==> config.mk <==
export PLATFORM = sky130hd
export DESIGN_NAME = branch_npc_unit_flat
export DESIGN_NICKNAME = d
export VERILOG_FILES = /design/src/rtl/branch_npc_unit_if.sv /design/src/rtl/branch_npc_unit.sv /design/src/flat_wrapper.sv
export SDC_FILE = /design/constraint.sdc
export NUM_CORES = 1
export LEC_CHECK = 0
export BUFFER_PORTS_ARGS = -buffer_cell sky130_fd_sc_hd__buf_2
export CORE_MARGIN = 2
export CORE_UTILIZATION = 50
export DETAILED_ROUTE_END_ITERATION = 16
export GPL_ROUTABILITY_DRIVEN = 1
export HOLD_SLACK_MARGIN = 0.02
export PLACE_DENSITY = 0.79
export RECOVER_POWER = 50
export SYNTH_ARGS = -nofsm -noshare
export SYNTH_HDL_FRONTEND = slang
export SYNTH_SLANG_ARGS = --single-unit
==> constraint.sdc <==
create_clock -name clk -period 4.9 [get_ports clk]
set_clock_uncertainty 0.15 [all_clocks]
set_input_delay 0.245 -clock clk [delete_from_list [all_inputs] [get_ports clk]]
set_output_delay 0.245 -clock clk [all_outputs]
set_load 0.01 [all_outputs]
==> src/rtl/branch_npc_unit_if.sv <==
// ID-to-fetch control bundle for branch_npc_unit.
// Master is the ID/exception side; slave is the NPC unit.
interface branch_npc_unit_if #(
    parameter int CNT_W = 32
);
    logic             pc_wr_en;
    logic             id_fire;
    logic [3:0]       br_type;
    logic             cmp_neq;
    logic [1:0]       cmp_cls;
    logic [31:0]      id_pc;
    logic [15:0]      imm16;
    logic [25:0]      instr_index;
    logic [31:0]      gpr_rs;
    logic             exc_redirect;
    logic [31:0]      exc_pc;
    logic             eret;
    logic [31:0]      epc;
    logic [31:0]      pc;
    logic             if_in_ds;
    logic             br_taken;
    logic [31:0]      link_addr;
    logic             jr_addr_err;
    logic [CNT_W-1:0] taken_cnt;

    modport master (
        output pc_wr_en, id_fire, br_type, cmp_neq, cmp_cls,
        output id_pc, imm16, instr_index, gpr_rs,
        output exc_redirect, exc_pc, eret, epc,
        input  pc, if_in_ds, br_taken, link_addr,
        input  jr_addr_err, taken_cnt
    );

    modport slave (
        input  pc_wr_en, id_fire, br_type, cmp_neq, cmp_cls,
        input  id_pc, imm16, instr_index, gpr_rs,
        input  exc_redirect, exc_pc, eret, epc,
        output pc, if_in_ds, br_taken, link_addr,
        output jr_addr_err, taken_cnt
    );
endinterface

==> src/rtl/branch_npc_unit.sv <==
// ID-stage branch resolution and fetch PC owner.
// Delay-slot aware, with a pending-target buffer for a stalled IF.
module branch_npc_unit #(
    parameter logic [31:0] RESET_PC = 32'hBFC0_0000,
    parameter int          CNT_W    = 32
) (
    input logic              clk,
    input logic              rst,
    branch_npc_unit_if.slave bus
);
    typedef enum logic {RUN, PEND} state_t;

    localparam logic [3:0] BT_BEQ  = 4'd1;
    localparam logic [3:0] BT_BNE  = 4'd2;
    localparam logic [3:0] BT_BLEZ = 4'd3;
    localparam logic [3:0] BT_BGTZ = 4'd4;
    localparam logic [3:0] BT_BLTZ = 4'd5;
    localparam logic [3:0] BT_BGEZ = 4'd6;
    localparam logic [3:0] BT_J    = 4'd7;
    localparam logic [3:0] BT_JAL  = 4'd8;
    localparam logic [3:0] BT_JR   = 4'd9;
    localparam logic [3:0] BT_JALR = 4'd10;

    state_t           state_q, state_d;
    logic [31:0]      pc_q, pc_d;
    logic [31:0]      tgt_q, tgt_d;
    logic             ds_q, ds_d;
    logic             err_q, err_d;
    logic [CNT_W-1:0] cnt_q;
    logic [31:0]      id_plus4, pc_plus4;
    logic [31:0]      br_tgt, j_tgt, target;
    logic             cond, is_br, is_jr;
    logic             taken, redir, cls_pos, cls_neg;

    assign id_plus4 = bus.id_pc + 32'd4;
    assign pc_plus4 = pc_q + 32'd4;
    assign br_tgt   = id_plus4
                    + {{14{bus.imm16[15]}}, bus.imm16, 2'b00};
    assign j_tgt    = {id_plus4[31:28], bus.instr_index, 2'b00};
    assign redir    = bus.exc_redirect | bus.eret;
    // Class 11 is folded into positive.
    assign cls_pos  = bus.cmp_cls[0];
    assign cls_neg  = (bus.cmp_cls == 2'b10);

    always_comb begin
        cond   = 1'b0;
        is_br  = 1'b1;
        is_jr  = 1'b0;
        target = br_tgt;
        case (bus.br_type)
            BT_BEQ:  cond = !bus.cmp_neq;
            BT_BNE:  cond = bus.cmp_neq;
            BT_BLEZ: cond = !cls_pos;
            BT_BGTZ: cond = cls_pos;
            BT_BLTZ: cond = cls_neg;
            BT_BGEZ: cond = !cls_neg;
            BT_J, BT_JAL: begin
                cond   = 1'b1;
                target = j_tgt;
            end
            BT_JR, BT_JALR: begin
                cond   = 1'b1;
                is_jr  = 1'b1;
                target = bus.gpr_rs;
            end
            default: is_br = 1'b0;
        endcase
    end

    assign taken = bus.id_fire & cond;

    always_ff @(posedge clk) begin
        if (rst) state_q <= RUN;
        else     state_q <= state_d;
    end

    always_comb begin
        state_d = state_q;
        if (redir)
            state_d = RUN;
        else if (state_q == PEND) begin
            if (bus.pc_wr_en) state_d = RUN;
        end else if (!bus.pc_wr_en && taken)
            state_d = PEND;
    end

    always_comb begin
        pc_d  = pc_q;
        ds_d  = ds_q;
        tgt_d = tgt_q;
        err_d = taken & is_jr & (|bus.gpr_rs[1:0]);
        if (bus.exc_redirect) begin
            pc_d = bus.exc_pc;
            ds_d = 1'b0;
        end else if (bus.eret) begin
            pc_d = bus.epc;
            ds_d = 1'b0;
        end else if (state_q == PEND && bus.pc_wr_en) begin
            pc_d = tgt_q;
            ds_d = 1'b0;
        end else if (!bus.pc_wr_en) begin
            // Stalled: remember the slot flag and the latest target.
            ds_d = ds_q | (bus.id_fire & is_br);
            if (taken) tgt_d = target;
        end else if (taken) begin
            pc_d = target;
            ds_d = 1'b0;
        end else begin
            pc_d = pc_plus4;
            ds_d = bus.id_fire & is_br;
        end
    end

    always_ff @(posedge clk) begin
        if (rst) begin
            pc_q  <= RESET_PC;
            ds_q  <= 1'b0;
            tgt_q <= '0;
            err_q <= 1'b0;
            cnt_q <= '0;
        end else begin
            pc_q  <= pc_d;
            ds_q  <= ds_d;
            tgt_q <= tgt_d;
            err_q <= err_d;
            if (taken && !redir) cnt_q <= cnt_q + 1'b1;
        end
    end

    assign bus.pc          = pc_q;
    assign bus.if_in_ds    = ds_q;
    assign bus.br_taken    = taken;
    assign bus.link_addr   = bus.id_pc + 32'd8;
    assign bus.jr_addr_err = err_q;
    assign bus.taken_cnt   = cnt_q;
endmodule

==> src/flat_wrapper.sv <==
// flat-port wrapper written by rule: the top's interface ports become plain ports
module branch_npc_unit_flat 
#(
    parameter logic [31:0] RESET_PC = 32'hBFC0_0000,
    parameter int          CNT_W    = 32
)
  (clk, rst, bus_pc_wr_en, bus_id_fire, bus_br_type, bus_cmp_neq, bus_cmp_cls, bus_id_pc, bus_imm16, bus_instr_index, bus_gpr_rs, bus_exc_redirect, bus_exc_pc, bus_eret, bus_epc, bus_pc, bus_if_in_ds, bus_br_taken, bus_link_addr, bus_jr_addr_err, bus_taken_cnt);
  branch_npc_unit_if #(.CNT_W(CNT_W)) bus_i ();
  input logic clk;
  input logic rst;
  input wire logic [$bits(bus_i.pc_wr_en)-1:0] bus_pc_wr_en;
  input wire logic [$bits(bus_i.id_fire)-1:0] bus_id_fire;
  input wire logic [$bits(bus_i.br_type)-1:0] bus_br_type;
  input wire logic [$bits(bus_i.cmp_neq)-1:0] bus_cmp_neq;
  input wire logic [$bits(bus_i.cmp_cls)-1:0] bus_cmp_cls;
  input wire logic [$bits(bus_i.id_pc)-1:0] bus_id_pc;
  input wire logic [$bits(bus_i.imm16)-1:0] bus_imm16;
  input wire logic [$bits(bus_i.instr_index)-1:0] bus_instr_index;
  input wire logic [$bits(bus_i.gpr_rs)-1:0] bus_gpr_rs;
  input wire logic [$bits(bus_i.exc_redirect)-1:0] bus_exc_redirect;
  input wire logic [$bits(bus_i.exc_pc)-1:0] bus_exc_pc;
  input wire logic [$bits(bus_i.eret)-1:0] bus_eret;
  input wire logic [$bits(bus_i.epc)-1:0] bus_epc;
  output wire logic [$bits(bus_i.pc)-1:0] bus_pc;
  output wire logic [$bits(bus_i.if_in_ds)-1:0] bus_if_in_ds;
  output wire logic [$bits(bus_i.br_taken)-1:0] bus_br_taken;
  output wire logic [$bits(bus_i.link_addr)-1:0] bus_link_addr;
  output wire logic [$bits(bus_i.jr_addr_err)-1:0] bus_jr_addr_err;
  output wire logic [$bits(bus_i.taken_cnt)-1:0] bus_taken_cnt;
  assign bus_i.pc_wr_en = bus_pc_wr_en;
  assign bus_i.id_fire = bus_id_fire;
  assign bus_i.br_type = bus_br_type;
  assign bus_i.cmp_neq = bus_cmp_neq;
  assign bus_i.cmp_cls = bus_cmp_cls;
  assign bus_i.id_pc = bus_id_pc;
  assign bus_i.imm16 = bus_imm16;
  assign bus_i.instr_index = bus_instr_index;
  assign bus_i.gpr_rs = bus_gpr_rs;
  assign bus_i.exc_redirect = bus_exc_redirect;
  assign bus_i.exc_pc = bus_exc_pc;
  assign bus_i.eret = bus_eret;
  assign bus_i.epc = bus_epc;
  assign bus_pc = bus_i.pc;
  assign bus_if_in_ds = bus_i.if_in_ds;
  assign bus_br_taken = bus_i.br_taken;
  assign bus_link_addr = bus_i.link_addr;
  assign bus_jr_addr_err = bus_i.jr_addr_err;
  assign bus_taken_cnt = bus_i.taken_cnt;
  branch_npc_unit #(.RESET_PC(RESET_PC), .CNT_W(CNT_W)) u_core (.clk(clk), .rst(rst), .bus(bus_i));
endmodule
==> reports/metrics.json <==
{
  "clock_input_transition_at_the_sequential_cells_of_the_worst_setup_and_hold_paths_ns": 0.07,
  "postSynth.topFlopCell": "sky130_fd_sc_hd__dfxtp_1",
  "synthMostInstantiatedCell": "sky130_fd_sc_hd__nor2_1",
  "full_die_area_sq_um": 18100,
  "vdd_ir_drop_max_mv": 0.169,
  "routed-via-count": 10100,
  "tightestPinTransition_ns": 1.28,
  "depth_of_the_worst_register_to_register_path": 6,
  "synth_edf_count": 0,
  "die-width_um": 135,
  "number_of_failing_setup_endpoints_in_the_final_timing_report": 0,
  "max_slew_margin": 0.148,
  "finalMaxSlewViolations": 0,
  "seq_area_frac_synth": 0.232,
  "worst_skew_pair.late_latency_ns": 0.35,
  "grt_start_max_net_pins": 59,
  "drt_pre_antenna_iters": 6,
  "synth_top_cells_by_count": "150 x sky130_fd_sc_hd__nor2_1, 107 x sky130_fd_sc_hd__nand2_1, 99 x sky130_fd_sc_hd__dfxtp_1",
  "worst-r2r-setup-slack_ns": 1.96,
  "fp-row-count": 47,
  "worst-setup-path-type": "primary input to flip-flop",
  "final.period_utilization": 0.894,
  "finalSetupTns_ns": 0,
  "cts-htree-levels": 3,
  "hold_path_startpoint": "bus_epc[4]",
  "drt-vias-per-instance": 6.17,
  "io_pins": 282,
  "status": "complete, no violations",
  "finalNetCount": 1634,
  "hold_viol_final": 0,
  "yosysUniqueCellTypes": 67,
  "pwr_total_mw": 2.34,
  "clock-sinks": 99,
  "synthesis.nets": 1394,
  "r2r_start": "u_core.bus.taken_cnt[0]",
  "timing.critical_path.arrival_ns": 4.47,
  "path_max_fanout": 7,
  "die_h_um": 135,
  "timing.hold.worst.class": "primary input to flip-flop",
  "yosysWarnings": 0,
  "cts_root_buf": "sky130_fd_sc_hd__clkbuf_16",
  "globalplace.congestion": 0.946,
  "ys_seq_elements": 99,
  "gr-usage-all-layers": 0.327,
  "first_iter_violations": 1180,
  "synth-xor-area-share": 0.129,
  "drt_wl_total_mm": 30.9,
  "synth_top_family_by_area": "compound AO/OA/AOI/OAI gates",
  "cts_hold_repair.buffers": 5,
  "power_density_nw_per_um2": 228,
  "min_delay_path_depth": 3,
  "synth.area.mux_share": 0.00484,
  "tritoncts": "done",
  "worst_hold_path.endpoint": "u_core.bus.pc[4]",
  "cp.required_ns": 5.00,
  "post_cts.resized_instances": 0,
  "drt_drc_violations_left": 0,
  "dp_hpwl_mm": 23.5,
  "asyncSetResetFlopFracSynth": 0,
  "synth_compound_area_frac": 0.277,
  "drt-wirelength-per-cell_um": 18.8,
  "crit_path_end_kind": "flip-flop",
  "synthCells": 1175,
  "placement.io_buffers": 281,
  "area_growth_pct": 20.5,
  "cts_made_buffers": 9,
  "number_of_global_route_vias_before_repair": 9082,
  "ys_top_cells_by_area": "sky130_fd_sc_hd__dfxtp_1 23%, sky130_fd_sc_hd__xnor2_1 7.3%, sky130_fd_sc_hd__nor2_1 6.6%",
  "post-synth-top-area-fraction": 0.232,
  "initial_core_util": 0.512,
  "post_cts.repair.setup_buffers": 0,
  "yosys.area_share.simple": 0.253,
  "post_synth.cell_area_avg_sq_um": 7.26,
  "final_period_minus_worst_setup_slack_ns": 4.38,
  "fmax_mhz": 228,
  "wire_length_of_the_first_global_routing_pass_mm": 47.8,
  "antenna_found_initial": 2,
  "r2r_end": "u_core.bus.taken_cnt[20]",
  "core_area_sq_um": 16600,
  "crit_path_start_kind": "primary input",
  "synth_largest_area_cell": "sky130_fd_sc_hd__dfxtp_1",
  "syn_area_sq_um": 8530,
  "cap_viol_max_count": 0,
  "synth-adder-area-share": 0.0537,
  "drive_gt1_frac": 0.174,
  "rsz0062_at_grt": "false",
  "gr-total-overflow": 0,
  "cts-root-to-sink-buffers": 2,
  "antenna_violating_nets_post_route": 0,
  "leakagePower_nw": 4.03
}
-- through the flow --
step	area (sq um)	utilization	hold WS [ns]	setup slack (ns)	std cells
floorplan	8530	-	0.234	0.570	1175
global placement	10100	0.605	0.325	0.447	1619
detailed placement	10100	0.605	0.330	0.341	1619
CTS	10400	0.625	0.0232	0.695	1640
global route	10300	0.617	0.0306	0.289	1640
finish	10300	0.617	0.0266	0.521	1641
-- state kept, by name (all words and copies together), names as in the netlist --
| signal | count |
|---|---|
| u_core.state_q | 1 |
| u_core.bus.taken_cnt | 32 |
| u_core.bus.pc | 32 |
| u_core.tgt_q | 32 |
| u_core.bus.if_in_ds | 1 |
| u_core.bus.jr_addr_err | 1 |
-- worst max path at each step --
stage | start | depth (start not counted) | to | slack, ns
2_1_floorplan | bus_id_pc[3] | 19 | u_core.bus.pc[29] | 0.57
3_3_place_gp | bus_id_pc[4] | 19 | u_core.bus.pc[26] | 0.45
3_5_place_dp | bus_id_pc[4] | 19 | u_core.bus.pc[26] | 0.34
4_1_cts | bus_id_pc[4] | 19 | u_core.bus.pc[26] | 0.69
5_1_grt | bus_id_pc[3] | 18 | u_core.tgt_q[31] | 0.29
6_report | bus_id_pc[3] | 18 | u_core.bus.pc[26] | 0.52
-- cells by family after synthesis --
family	Yosys count
AO/OA/AOI/OAI	353
XOR/XNOR	126
adder cells (fa/ha/maj)	36
buffers and inverters	105
flip-flops	99
multiplexers	4
AND/OR/NAND/NOR	452
-- power breakdown --
| group | switching (mW) | leakage, nW | internal, mW |
|---|---|---|---|
| clock network | 0.342 | 0.140 | 0.355 |
| registers | 0.0389 | 0.807 | 0.833 |
| logic | 0.465 | 3.08 | 0.306 |
-- per-layer routing --
metal | track usage | share of wire | up-vias
li1 | - | - | 4808
met1 | 0.438 | 0.42 | 4673
met2 | 0.540 | 0.45 | 579
met3 | 0.0582 | 0.10 | 63
met4 | 0.0977 | 0.025 | 2
met5 | 0 | 0.00036 | -
-- placed cells by master, fill, tap and decap left out, drive strengths merged, types with 5 or more instances in the layout --
cell	count
buf	214
nor2	150
nand2	107
dfxtp	99
clkbuf	96
a21oi	88
xnor2	71
o21ai	65
xor2	55
nand3	42
nor3	39
a211oi	36
ha	35
inv	31
nand4	27
and3	18
or3	17
o211ai	17
a22oi	16
a222oi	14
a21o	13
a221oi	13
a31oi	13
o22ai	12
nand2b	10
nor4	9
o21bai	8
a221o	8
nor3b	7
nor2b	6
and2	5
a22o	5
o21a	5
a2111oi	5
dlygate4sd3	5
-- critical path, cell delays in order --
cell,delay [ns]
sky130_fd_sc_hd__clkbuf_1,0.18
sky130_fd_sc_hd__ha_1,0.26
sky130_fd_sc_hd__nand3_1,0.15
sky130_fd_sc_hd__nor3_1,0.29
sky130_fd_sc_hd__clkbuf_1,0.24
sky130_fd_sc_hd__and3_1,0.32
sky130_fd_sc_hd__nand3_1,0.12
sky130_fd_sc_hd__xnor2_1,0.14
sky130_fd_sc_hd__ha_1,0.38
sky130_fd_sc_hd__a21oi_1,0.22
sky130_fd_sc_hd__o21ai_1,0.12
sky130_fd_sc_hd__a41o_1,0.29
sky130_fd_sc_hd__a21o_1,0.19
sky130_fd_sc_hd__a41oi_1,0.20
sky130_fd_sc_hd__xnor2_1,0.10
sky130_fd_sc_hd__a222oi_1,0.57
sky130_fd_sc_hd__a21oi_1,0.15
sky130_fd_sc_hd__o32a_1,0.30
-- final cells by class --
class	count	area [sq um]
diodes	1	2.50
inverters	28	105
flip-flops and latches	99	1980
clock buffers	9	225
well taps	220	275
clock inverters	7	61.3
multi-input cells	971	6130
fillers	1607	6370
repair buffers	306	1490
Power figures use the tool's default switching activity.
